<file path="src/rtl/inst_fetch_unit_if.sv">
// -----------------------------------------------------------------------------
// inst_fetch_unit_if
//   Instruction-memory read bus between the fetch unit (master) and the
//   instruction memory (slave). No address pipelining: one access at a time.
//
//   Handshake: the master holds mem_addr stable for the whole access. The
//   memory signals its progress on mem_r_status (00 idle, 01 busy,
//   10 data valid, 11 illegal); mem_r_data is meaningful only in the cycle
//   where mem_r_status==2'b10, and the response is consumed on that posedge.
//   mem_abort (the memory's stall input) kills any access in progress and
//   forces the status back to 00 while it is high.
//
//   Signals
//     mem_addr      master->slave  32  request address
//     mem_abort     master->slave   1  abort / stall
//     mem_r_data    slave->master  32  read data
//     mem_r_status  slave->master   2  access status
// -----------------------------------------------------------------------------
interface inst_fetch_unit_if;
  logic [31:0] mem_addr;
  logic        mem_abort;
  logic [31:0] mem_r_data;
  logic [1:0]  mem_r_status;

  modport master (
    output mem_addr,
    output mem_abort,
    input  mem_r_data,
    input  mem_r_status
  );

  modport slave (
    input  mem_addr,
    input  mem_abort,
    output mem_r_data,
    output mem_r_status
  );
endinterface

</file>
<file path="src/rtl/inst_fetch_unit.sv">
// -----------------------------------------------------------------------------
// inst_fetch_unit
//   Requesting end of the instruction-memory read bus. Holds the fetch PC,
//   presents it as a stable request address, collects each response and
//   queues {pc, inst} pairs in a small FIFO that feeds decode.
//
//   Decode handshake: out_valid/out_ready. The head entry is transferred on a
//   posedge where out_valid & out_ready; out_inst/out_pc read 0 when empty.
//
//   Redirects restart fetch at redirect_pc, flush the FIFO and abort the
//   in-flight memory access for that cycle.
//
//   Ports
//     clk             in   1   clock, all state on posedge
//     rst_n           in   1   asynchronous active-low reset
//     redirect_valid  in   1   one-cycle pulse: restart fetch at redirect_pc
//     redirect_pc     in   32  new fetch address, [1:0] ignored
//     out_valid       out  1   FIFO head valid
//     out_ready       in   1   decode accepts head
//     out_inst        out  32  head instruction word
//     out_pc          out  32  head instruction address
//     mem             if       inst_fetch_unit_if.master (memory bus)
//     mem_err         out  1   sticky: illegal status (2'b11) seen
// -----------------------------------------------------------------------------
module inst_fetch_unit #(
  parameter logic [31:0] RESET_PC = 32'h0000_0000,
  parameter int          DEPTH    = 2
) (
  input  logic                      clk,
  input  logic                      rst_n,
  input  logic                      redirect_valid,
  input  logic [31:0]               redirect_pc,
  output logic                      out_valid,
  input  logic                      out_ready,
  output logic [31:0]               out_inst,
  output logic [31:0]               out_pc,
  inst_fetch_unit_if.master         mem,
  output logic                      mem_err
);

  localparam int AW = (DEPTH > 1) ? $clog2(DEPTH) : 1;
  localparam logic [AW:0] FULL_CNT = DEPTH[AW:0];

  localparam logic [1:0] ST_VALID   = 2'b10;
  localparam logic [1:0] ST_ILLEGAL = 2'b11;

  // ---------------------------------------------------------------------------
  // State
  // ---------------------------------------------------------------------------
  logic [31:0]   pc_q,     pc_d;
  logic [AW-1:0] wr_ptr_q, wr_ptr_d;
  logic [AW-1:0] rd_ptr_q, rd_ptr_d;
  logic [AW:0]   count_q,  count_d;
  logic          err_q,    err_d;

  // FIFO payload; contents are don't-care while count_q==0, so no reset.
  logic [31:0]   pc_mem   [DEPTH];
  logic [31:0]   inst_mem [DEPTH];

  // The low address bits of a redirect target are dropped on purpose.
  logic unused_redirect_lsbs;
  assign unused_redirect_lsbs = ^redirect_pc[1:0];

  // ---------------------------------------------------------------------------
  // Control decode
  // ---------------------------------------------------------------------------
  logic resp_valid;
  logic resp_illegal;
  logic fifo_full;
  logic fifo_empty;
  logic push;
  logic pop;

  assign resp_valid   = (mem.mem_r_status == ST_VALID);
  assign resp_illegal = (mem.mem_r_status == ST_ILLEGAL);
  assign fifo_full    = (count_q == FULL_CNT);
  assign fifo_empty   = (count_q == '0);

  // A redirect wins over everything: the response is dropped and the pop is
  // ignored because the whole queue is about to be flushed. The full term is
  // defensive; abort keeps the memory idle while full, so it never fires.
  assign push = resp_valid & ~redirect_valid & ~fifo_full;
  assign pop  = ~fifo_empty & out_ready & ~redirect_valid;

  // ---------------------------------------------------------------------------
  // Next-state logic
  // ---------------------------------------------------------------------------
  always_comb begin
    pc_d     = pc_q;
    wr_ptr_d = wr_ptr_q;
    rd_ptr_d = rd_ptr_q;
    count_d  = count_q;
    err_d    = err_q | resp_illegal;

    if (redirect_valid) begin
      pc_d     = {redirect_pc[31:2], 2'b00};
      wr_ptr_d = '0;
      rd_ptr_d = '0;
      count_d  = '0;
    end else begin
      if (push) begin
        // 32-bit wrap: 32'hFFFF_FFFC advances to 0.
        pc_d     = pc_q + 32'd4;
        wr_ptr_d = wr_ptr_q + 1'b1;
      end
      if (pop) begin
        rd_ptr_d = rd_ptr_q + 1'b1;
      end
      case ({push, pop})
        2'b10:   count_d = count_q + 1'b1;
        2'b01:   count_d = count_q - 1'b1;
        default: count_d = count_q;
      endcase
    end
  end

  // ---------------------------------------------------------------------------
  // Registers
  // ---------------------------------------------------------------------------
  always_ff @(posedge clk or negedge rst_n) begin
    if (!rst_n) begin
      pc_q     <= RESET_PC;
      wr_ptr_q <= '0;
      rd_ptr_q <= '0;
      count_q  <= '0;
      err_q    <= 1'b0;
    end else begin
      pc_q     <= pc_d;
      wr_ptr_q <= wr_ptr_d;
      rd_ptr_q <= rd_ptr_d;
      count_q  <= count_d;
      err_q    <= err_d;
    end
  end

  always_ff @(posedge clk) begin
    if (push) begin
      pc_mem[wr_ptr_q]   <= pc_q;
      inst_mem[wr_ptr_q] <= mem.mem_r_data;
    end
  end

  // ---------------------------------------------------------------------------
  // Outputs
  // ---------------------------------------------------------------------------
  assign out_valid = ~fifo_empty;
  assign out_pc    = fifo_empty ? 32'h0 : pc_mem[rd_ptr_q];
  assign out_inst  = fifo_empty ? 32'h0 : inst_mem[rd_ptr_q];

  // The address only moves on push or redirect, so it is stable for an access.
  assign mem.mem_addr = pc_q;

  // Abort holds the memory idle during reset, kills the in-flight access on a
  // redirect, and stops new accesses while there is no room for the result.
  assign mem.mem_abort = ~rst_n | redirect_valid | fifo_full;

  assign mem_err = err_q;

endmodule

</file>
<file path="src/flat_wrapper.sv">
// flat-port wrapper written by rule: the top's interface ports become plain ports
module inst_fetch_unit_flat 
#(
  parameter logic [31:0] RESET_PC = 32'h0000_0000,
  parameter int          DEPTH    = 2
)
  (clk, rst_n, redirect_valid, redirect_pc, out_valid, out_ready, out_inst, out_pc, mem_err, mem_mem_addr, mem_mem_abort, mem_mem_r_data, mem_mem_r_status);
  inst_fetch_unit_if mem_i ();
  input  logic clk;
  input  logic rst_n;
  input  logic redirect_valid;
  input  logic [31:0] redirect_pc;
  output logic out_valid;
  input  logic out_ready;
  output logic [31:0] out_inst;
  output logic [31:0] out_pc;
  output logic mem_err;
  output wire logic [$bits(mem_i.mem_addr)-1:0] mem_mem_addr;
  output wire logic [$bits(mem_i.mem_abort)-1:0] mem_mem_abort;
  input wire logic [$bits(mem_i.mem_r_data)-1:0] mem_mem_r_data;
  input wire logic [$bits(mem_i.mem_r_status)-1:0] mem_mem_r_status;
  assign mem_mem_addr = mem_i.mem_addr;
  assign mem_mem_abort = mem_i.mem_abort;
  assign mem_i.mem_r_data = mem_mem_r_data;
  assign mem_i.mem_r_status = mem_mem_r_status;
  inst_fetch_unit #(.RESET_PC(RESET_PC), .DEPTH(DEPTH)) u_core (.clk(clk), .rst_n(rst_n), .redirect_valid(redirect_valid), .redirect_pc(redirect_pc), .out_valid(out_valid), .out_ready(out_ready), .out_inst(out_inst), .out_pc(out_pc), .mem(mem_i), .mem_err(mem_err));
endmodule
</file>
<file path="config.mk">
export PLATFORM = sky130hd
export DESIGN_NAME = inst_fetch_unit_flat
export DESIGN_NICKNAME = d
export VERILOG_FILES = /design/src/rtl/inst_fetch_unit_if.sv /design/src/rtl/inst_fetch_unit.sv /design/src/flat_wrapper.sv
export SDC_FILE = /design/constraint.sdc
export NUM_CORES = 1
export LEC_CHECK = 0
export BUFFER_PORTS_ARGS = -buffer_cell sky130_fd_sc_hd__buf_2
export CORE_MARGIN = 3
export CORE_UTILIZATION = 45
export DETAILED_ROUTE_END_ITERATION = 8
export HOLD_SLACK_MARGIN = 0.1
export PLACE_DENSITY = 0.7
export SETUP_SLACK_MARGIN = 0.02
export SLEW_MARGIN = 25
export SYNTH_ARGS = -nofsm -noshare
export SYNTH_HDL_FRONTEND = slang
export SYNTH_SLANG_ARGS = --single-unit
</file>
<file path="constraint.sdc">
create_clock -name clk -period 4.95 [get_ports clk]
set_input_delay 0.495 -clock clk [delete_from_list [all_inputs] [get_ports clk]]
set_output_delay 0.495 -clock clk [all_outputs]
set_load 0.01 [all_outputs]
</file>
==> results of run 1 <==
==> power breakdown <==
group	internal (µW)	switching, µW	total, µW
registers	1500	61.1	1560
clock network	732	496	1230
logic	119	158	277
==> cells by family (layout without fill, tap and decap cells) <==
kind of cell,after synthesis,in the layout,synth area share
buffers and inverters,30,202,0.0205
other,1,4,0.000558
xor gates and xnor gates,20,20,0.0261
AOI/OAI and AO/OA,46,46,0.0432
muxes,65,65,0.0973
adders and majority gates,1,1,0.00186
and+or+nand+nor,181,181,0.126
DFF,159,159,0.685
==> Yosys cell counts, types with 3 or more instances <==
| cell type | n |
|---|---|
| sky130_fd_sc_hd__and4_1 | 4 |
| sky130_fd_sc_hd__or3_1 | 3 |
| sky130_fd_sc_hd__nand3_1 | 15 |
| sky130_fd_sc_hd__and2_1 | 4 |
| sky130_fd_sc_hd__buf_1 | 5 |
| sky130_fd_sc_hd__and3_1 | 6 |
| sky130_fd_sc_hd__nand4_1 | 7 |
| sky130_fd_sc_hd__nand2_1 | 41 |
| sky130_fd_sc_hd__nor2_1 | 73 |
| sky130_fd_sc_hd__o211ai_1 | 11 |
| sky130_fd_sc_hd__mux2i_1 | 63 |
| sky130_fd_sc_hd__edfxtp_1 | 124 |
| sky130_fd_sc_hd__buf_4 | 4 |
| sky130_fd_sc_hd__o21ai_0 | 19 |
| sky130_fd_sc_hd__xor2_1 | 10 |
| sky130_fd_sc_hd__or4_1 | 4 |
| sky130_fd_sc_hd__clkbuf_1 | 16 |
| sky130_fd_sc_hd__nor4_1 | 6 |
| sky130_fd_sc_hd__a21oi_1 | 5 |
| sky130_fd_sc_hd__dfrtp_1 | 35 |
| sky130_fd_sc_hd__xnor2_1 | 10 |
| sky130_fd_sc_hd__nand2b_1 | 4 |
| sky130_fd_sc_hd__nor3_1 | 5 |
| sky130_fd_sc_hd__or2_2 | 4 |
==> worst paths after layout <==
path / start / endpoint / slack (ps) / cells after the start
setup / recovery: u_core.count_q[0] / out_pc[13] / 2200 / 4
hold / removal: rst_n / u_core.mem.mem_addr[12] / 180 / 1
setup reg to reg: u_core.count_q[1] / u_core.mem.mem_addr[31] / 2310 / 5
hold reg to reg: u_core.mem_err / u_core.mem_err / 470 / 1
max in group asynchronous: rst_n / u_core.rd_ptr_q / 4130 / 1
min in group clk: mem_mem_r_data[12] / u_core.inst_mem[1][12] / 260 / 1
==> metal layers <==
metal,vias up,track usage
li1,2167,-
met1,2183,0.242
met2,166,0.297
met3,13,0.0642
met4,4,0.0481
met5,-,0
==> cell usage in the layout, fill, tap and decap left out, types with 11 or more instances in the layout <==
| master | count |
|---|---|
| sky130_fd_sc_hd__nand2_1 | 41 |
| sky130_fd_sc_hd__o21ai_0 | 19 |
| sky130_fd_sc_hd__clkbuf_16 | 17 |
| sky130_fd_sc_hd__buf_2 | 162 |
| sky130_fd_sc_hd__edfxtp_1 | 124 |
| sky130_fd_sc_hd__nand3_1 | 15 |
| sky130_fd_sc_hd__o211ai_1 | 11 |
| sky130_fd_sc_hd__mux2i_1 | 63 |
| sky130_fd_sc_hd__nor2_1 | 71 |
| sky130_fd_sc_hd__dfrtp_1 | 34 |
==> worst register-to-register path, delay by kind of cell (launching register included) <==
kind	cells	cell delay [ps]
simple gates	4	1860
compound gates	1	230
flops	1	450
==> layout make-up <==
class	count	area [µm²]
clock buffers	19	433
clock inverters	13	123
fillers	1223	6300
inverters	2	7.51
multi-input cells	317	2010
flip-flops and latches	159	4600
well taps	184	230
repair buffers	168	888
==> sequential cells by signal, indices dropped and copies added, names as in the netlist <==
signal,count
u_core.wr_ptr_q,1
u_core.mem.mem_addr,30
u_core.rd_ptr_q,1
u_core.pc_mem,60
u_core.inst_mem,64
u_core.mem_err,1
u_core.count_q,2
==> metrics by stage <==
step	hold WS (ps)	cell area (µm²)	total power (µW)	util	std cells
2_1_floorplan	199	6730	1730	-	506
3_3_place_gp	440	7690	1860	0.527	828
3_5_place_dp	455	7740	1870	0.530	830
4_1_cts	196	8290	3090	0.568	862
5_1_grt	234	8290	3180	0.568	862
6_report	179	8290	3070	0.568	862
==> impl.org, run 1 <==
** Timing
- Final worst slack :: 2200 ps
- Fin Clk Skew :: 10.2 ps
- Setup Viol. Count Final :: 0
- Unrepaired setup endpoints after global routing :: false
- Maximum clock rate :: 364 MHz
- Actual slew at the worst max-slew pin :: 920 ps
- Max-slew headroom :: 0.386
- Of the available clock period, the critical path in the final layout requires 0.556.
- Final count of hold timing violations :: 0
- The final-report max-slew violation count came to 0.
- The smallest clock period supported by the final layout is computed as 2750 ps.
- Summed over all failing endpoints, the final setup total negative slack is 0 ps.

** Drt
- The routed layout has 4533 vias.
- In the final routed layout, each cell accounts on average for 17.6 µm.
- After detailed routing, the number of vias per cell comes to 5.26.
- Wl on met1 :: 6550 µm
- In the routed design, unresolved DRC markers number 0.
- The routed design uses 1140 µm of met3 wire.
- Routed Antenna Nets :: 0
- For this block, the initial DRC count from the detailed router was 322.
- For this block, the routed nets add up to 15200 µm of wire.
- Before antenna repair, the detailed router went through 6 iterations.
- Top metal layer carrying routed signals :: met5
- Met2 routed WL :: 7320 µm

** Cells and area
- At the end of the flow, the number of nets in the layout was 736.
- 0 antenna diodes ended up in the layout.
- In the final layout, the share of cells above drive strength 1 is 0.301.
- Compared with the post-synthesis result, the final layout area differs by 23.5%.

** Place
- The wire-length estimate of the detail-placed layout is 10000 µm.
- Routability congestion estimate :: 0.832
- During placement, the flow inserted port buffers numbering 162.
- Post-placement worst setup slack :: 2180 ps

** Clock network
- Hold buffers post-CTS :: 0
- Clock tree from TritonCTS :: built
- CTS saw 159 sinks.
- Number of buffers inserted to repair setup after CTS :: 0
- The tree is rooted in a sky130_fd_sc_hd__clkbuf_16.
- In this run the number of H-tree levels came out at 4.
- Post-cts resize count :: 0
- Clock Pin Slew Worst Setup and Hold Paths :: 60 ps
- No sink is reached through more buffers than the 2 on the longest clock path.
- Counting the buffers created by CTS gives 17.
- Clock latency reported for the late side of the worst-skew pair :: 420 ps

** Status
- The run finished with clean final reports.

** GRT
- The initial antenna violation count was 2.
- Overall track demand over capacity in global routing :: 0.185
- Via count of the first global-routing pass :: 4541
- Remaining Overflow, GRT :: 0
- First-pass GRT wire length :: 23300 µm
- Pin count of the biggest net entering global routing :: 63

** Synthesis
- Post-synth top area share :: 0.554
- sky130_fd_sc_hd__edfxtp_1 takes more of the synthesized area than any other cell.
- Number of distinct library cells after synthesis :: 41
- Number of synthesized flops with an enable pin :: 124
- Dominant register cell in the synthesized netlist :: sky130_fd_sc_hd__edfxtp_1
- Post-synth design cell area :: 6720 µm²
- By area the synthesized netlist is led by sky130_fd_sc_hd__edfxtp_1, sky130_fd_sc_hd__dfrtp_1, sky130_fd_sc_hd__mux2i_1.
- Post-Syn Instances :: 503
- Yosys printed 0 warnings.
- Proportion of register bits with asynchronous set or reset after synthesis :: 0.220
- FF+latch count, synth :: 159
- For this run, the register share of the synthesized area comes to 0.685.
- Synthesized area per cell :: 13.4 µm²

** Pwr
- Static Leak :: 0.00319 µW
- Power per unit of standard cell area :: 370 nW/µm²
- IR analysis of the VDD net gives a maximum drop of 291 µV.

** Critical path
- CP Capture Type :: output pin
- Worst Path Required :: 4450 ps
- For this run, the slowest stage of the critical path takes 640 ps.
- Library cell contributing the largest single delay on the critical path :: sky130_fd_sc_hd__nor2_4
- In this run the worst path has a maximum fanout of 33.
- For the worst setup path, the data arrival time is 2260 ps.
- Largest delay share family, worst path :: simple AND/OR/NAND/NOR gates
- STA classifies the critical path startpoint as a flop.
- Cell breakdown of the critical path :: nor2_4 -> buf_4 -> nor2_1 -> buf_2
- The critical path in this run is classified as reg -> out.
- The number of buffers and inverters on the critical path is 2.

** Die
- In this run the vertical extent of the chip is 128 µm.
- Die footprint :: 16400 µm²
- Horizontal die dimension :: 128 µm
- 169 I/O pins were placed.
- Core Rows :: 44
- For this configuration, the core starts out at a cell density of 0.460.
- Floorplan core area :: 14600 µm²

** Hold path
- The min-delay analysis places its worst path in the category in -> async.

** Run
- Across the run, the number of max-cap violations was 0.
Power figures use the tool's default switching activity.
==> run 2, diff against run 1 <==
ABC_AREA = 1   (was default)
clock period = 2.8 ns   (was 4.95 ns; I/O delays follow)
==> impl.org, run 2 <==
** Clock network
- For the worst-skew pair, the clock arrives at the later sink with an insertion delay of 420 ps.
- The H-tree was split into 4 levels.
- Clock buffer depth :: 2
- Number of buffers inserted to repair setup after CTS :: 0
- Root Buffer Master :: sky130_fd_sc_hd__clkbuf_16
- Number of CTS-inserted buffers :: 17
- Sink count of the clock tree :: 159
- After clock tree synthesis, the clock-pin slew on the worst setup and hold paths is 60 ps.
- Clock tree from TritonCTS :: built
- Post-cts resize count :: 0

** Synthesis
- The share of the Yosys chip area taken by registers is 0.653.
- Post-Syn Instances :: 696
- Cell types occupying the most area after synthesis :: sky130_fd_sc_hd__edfxtp_1, sky130_fd_sc_hd__nand2_1, sky130_fd_sc_hd__dfrtp_1
- After synthesis, the share of flip-flops with an asynchronous set or reset is 0.220.
- By instance count, the leading cell after synthesis is sky130_fd_sc_hd__nand2_1.
- The share of synthesized area in the top cell type comes to 0.528.
- Ranked by instance count, the synthesized netlist is headed by sky130_fd_sc_hd__nand2_1, sky130_fd_sc_hd__edfxtp_1, sky130_fd_sc_hd__a21oi_1.
- Number of synthesized flops with an enable pin :: 124
- In the synthesized netlist the dominant register cell turns out to be sky130_fd_sc_hd__edfxtp_1.
- Warnings, synthesis :: 0
- The biggest area contributor in the post-synthesis netlist is sky130_fd_sc_hd__edfxtp_1.
- Number of distinct library cells after synthesis :: 34
- Summing every instance area after synthesis gives 7050 µm².
- Synthesized area per cell :: 10.1 µm²
- In this run, synthesis produced a sequential element count of 159.

** Timing
- Fin crit share :: 0.830
- Worst Hold Slack :: 122 ps
- The final-report max-slew violation count is 0.
- Sum of negative setup slack :: 0 ps
- Min Clock Period, post-route :: 2320 ps
- Setup Viol. Count Final :: 0
- For the pin with the worst max-slew slack, the measured transition is 716 ps.
- Unrepaired setup endpoints after global routing :: false
- Headroom to the max-slew limit came out at 0.523.
- Between clock sinks in the finished design, the worst skew comes to 6.65 ps.
- Maximum clock rate :: 430 MHz
- Final count of hold timing violations :: 0

** Drt
- After detailed routing, the average wire length per cell comes to 15.5 µm.
- DR iter-0 viols :: 311
- Once detail routing completed, the nets flagged for antenna violations numbered 0.
- After detailed routing, the number of vias per cell comes to 4.98.
- Routed Wire Length :: 17500 µm
- For this run, the detailed router's first-pass iteration total came to 7.
- Number of DRC violations after detailed routing :: 0
- Via count :: 5609

** Critical path
- The worst setup path is launched from a flop.
- STA puts the critical path data arrival time at 2040 ps.
- Of all nets on the critical path, the largest fanout is 33.
- STA puts the critical path data required time at 2520 ps.
- The worst setup path is captured at an output pin.
- Counting cells, the worst reg-to-reg path comes to 8.
- The worst setup path is of the reg -> out kind.

** Cells and area
- Antenna diode instance count :: 0
- In the layout the commonest cells are sky130_fd_sc_hd__nand2_1, sky130_fd_sc_hd__buf_2, sky130_fd_sc_hd__edfxtp_1.
- In the final layout, the share of cells above drive strength 1 is 0.240.
- More flip-flops sit in one register than any other, and that register is u_core.inst_mem.
- The final layout contains 973 nets.
- Max FFs per register :: 64
- Non-Filler Instances :: 1126
- Relative to the synthesized area, the layout overhead comes to 29.8%.
- Leaving out fill and tap cells, the most frequent cell in the layout is sky130_fd_sc_hd__nand2_1.

** Die
- The floorplan step defined a core boundary enclosing 15300 µm².
- From left edge to right edge, the die measures 131 µm.
- Height of the die :: 131 µm
- The die covers 17200 µm².
- Count of boundary I/O pins :: 169
- The initial utilization of the core area, before any placement, comes to 0.462.
- Core Rows :: 45

** GRT
- Global routing finished with a remaining overflow of 0.
- The initial antenna violation count came to 0.
- Entering global routing, the biggest net connects 64 pins.
- First-pass GRT wire length :: 27600 µm
- Via count of the first global-routing pass :: 5317
- For this run, the total global-route usage over all layers was measured as 0.203.

** Pwr
- Power spread over the standard cell area amounts to 759 nW/µm².
- IR drop worst, VDD :: 493 µV
- Static Leak :: 0.00381 µW

** Hold path
- Number of instances on the worst hold path :: 3
- The worst hold path belongs to the class in -> reg.

** Place
- Dpl hpwl :: 11200 µm
- Placed cells :: 1049
- Quantity of I/O buffers inserted on ports :: 162
- Routability congestion estimate :: 0.880

** Run
- Across the run, the number of max-cap violations was 0.

** Status
- Run status :: complete, no violations
[run 2: path summary, 6_finish.rpt]
path                                         from                       to  slack, ps
max                               u_core.rd_ptr_q             out_inst[19]        480
min                                redirect_pc[3]   u_core.mem.mem_addr[3]        120
max reg2reg                     u_core.count_q[0]  u_core.mem.mem_addr[20]       1020
min reg2reg                u_core.mem.mem_addr[2]      u_core.pc_mem[1][2]        590
max in group asynchronous                   rst_n          u_core.rd_ptr_q       1950
min in group asynchronous                   rst_n  u_core.mem.mem_addr[26]        500
[run 2: power by group]
part,internal (µW),switching [µW]
registers,2740,185
logic,607,1060
clock network,1510,841
total,4860,2090
[run 2: timing repair]
item | CTS | global route
endpoints found under the hold margin | 110 | 0
endpoints found under the setup margin | 0 | 0
hold buffers | 45 | 0
[run 2: kinds of logic (layout without fill, tap and decap cells)]
family          after synthesis  after routing  synth area share
xor+xnor                     12             12            0.0149
other cells                   1              4          0.000532
buf+inv                      70            286            0.0435
fa+ha+maj                     1              1           0.00177
flops                       159            159             0.653
simple gates                352            352             0.207
compound gates              101            101            0.0797
[run 2: metrics by stage]
| step | setup WS (ps) | utilization | total power, µW | cell area (µm²) |
|---|---|---|---|---|
| 2_1_floorplan | 45.3 | - | 3860 | 7070 |
| 3_3_place_gp | 917 | 0.530 | 4570 | 8090 |
| 3_5_place_dp | 918 | 0.530 | 4590 | 8090 |
| 4_1_cts | 455 | 0.599 | 7000 | 9150 |
| 5_1_grt | 342 | 0.599 | 7280 | 9150 |
| 6_report | 476 | 0.599 | 6940 | 9150 |
[run 2: layer usage]
| layer | vias up | global-route usage | wire, µm |
|---|---|---|---|
| li1 | 2739 | - | - |
| met1 | 2633 | 0.273 | 7870 |
| met2 | 209 | 0.330 | 8280 |
| met3 | 28 | 0.0425 | 1030 |
| met4 | 0 | 0.0683 | 291 |
| met5 | - | 0 | 0 |
[run 2: worst max-delay path: stages (launching register included)]
cell                      delay [ps]
sky130_fd_sc_hd__dfrtp_2         400
sky130_fd_sc_hd__inv_2           510
sky130_fd_sc_hd__buf_12          270
sky130_fd_sc_hd__nand2_1          70
sky130_fd_sc_hd__a21oi_1         180
sky130_fd_sc_hd__buf_2           170
[run 2: layout make-up]
class / count / area, µm²
fillers: 1274 / 6110
inverters: 38 / 145
repair buffers: 216 / 1370
clock buffers: 25 / 465
well taps: 211 / 264
multi-input cells: 470 / 2170
clock inverters: 7 / 136
flip-flops and latches: 159 / 4600
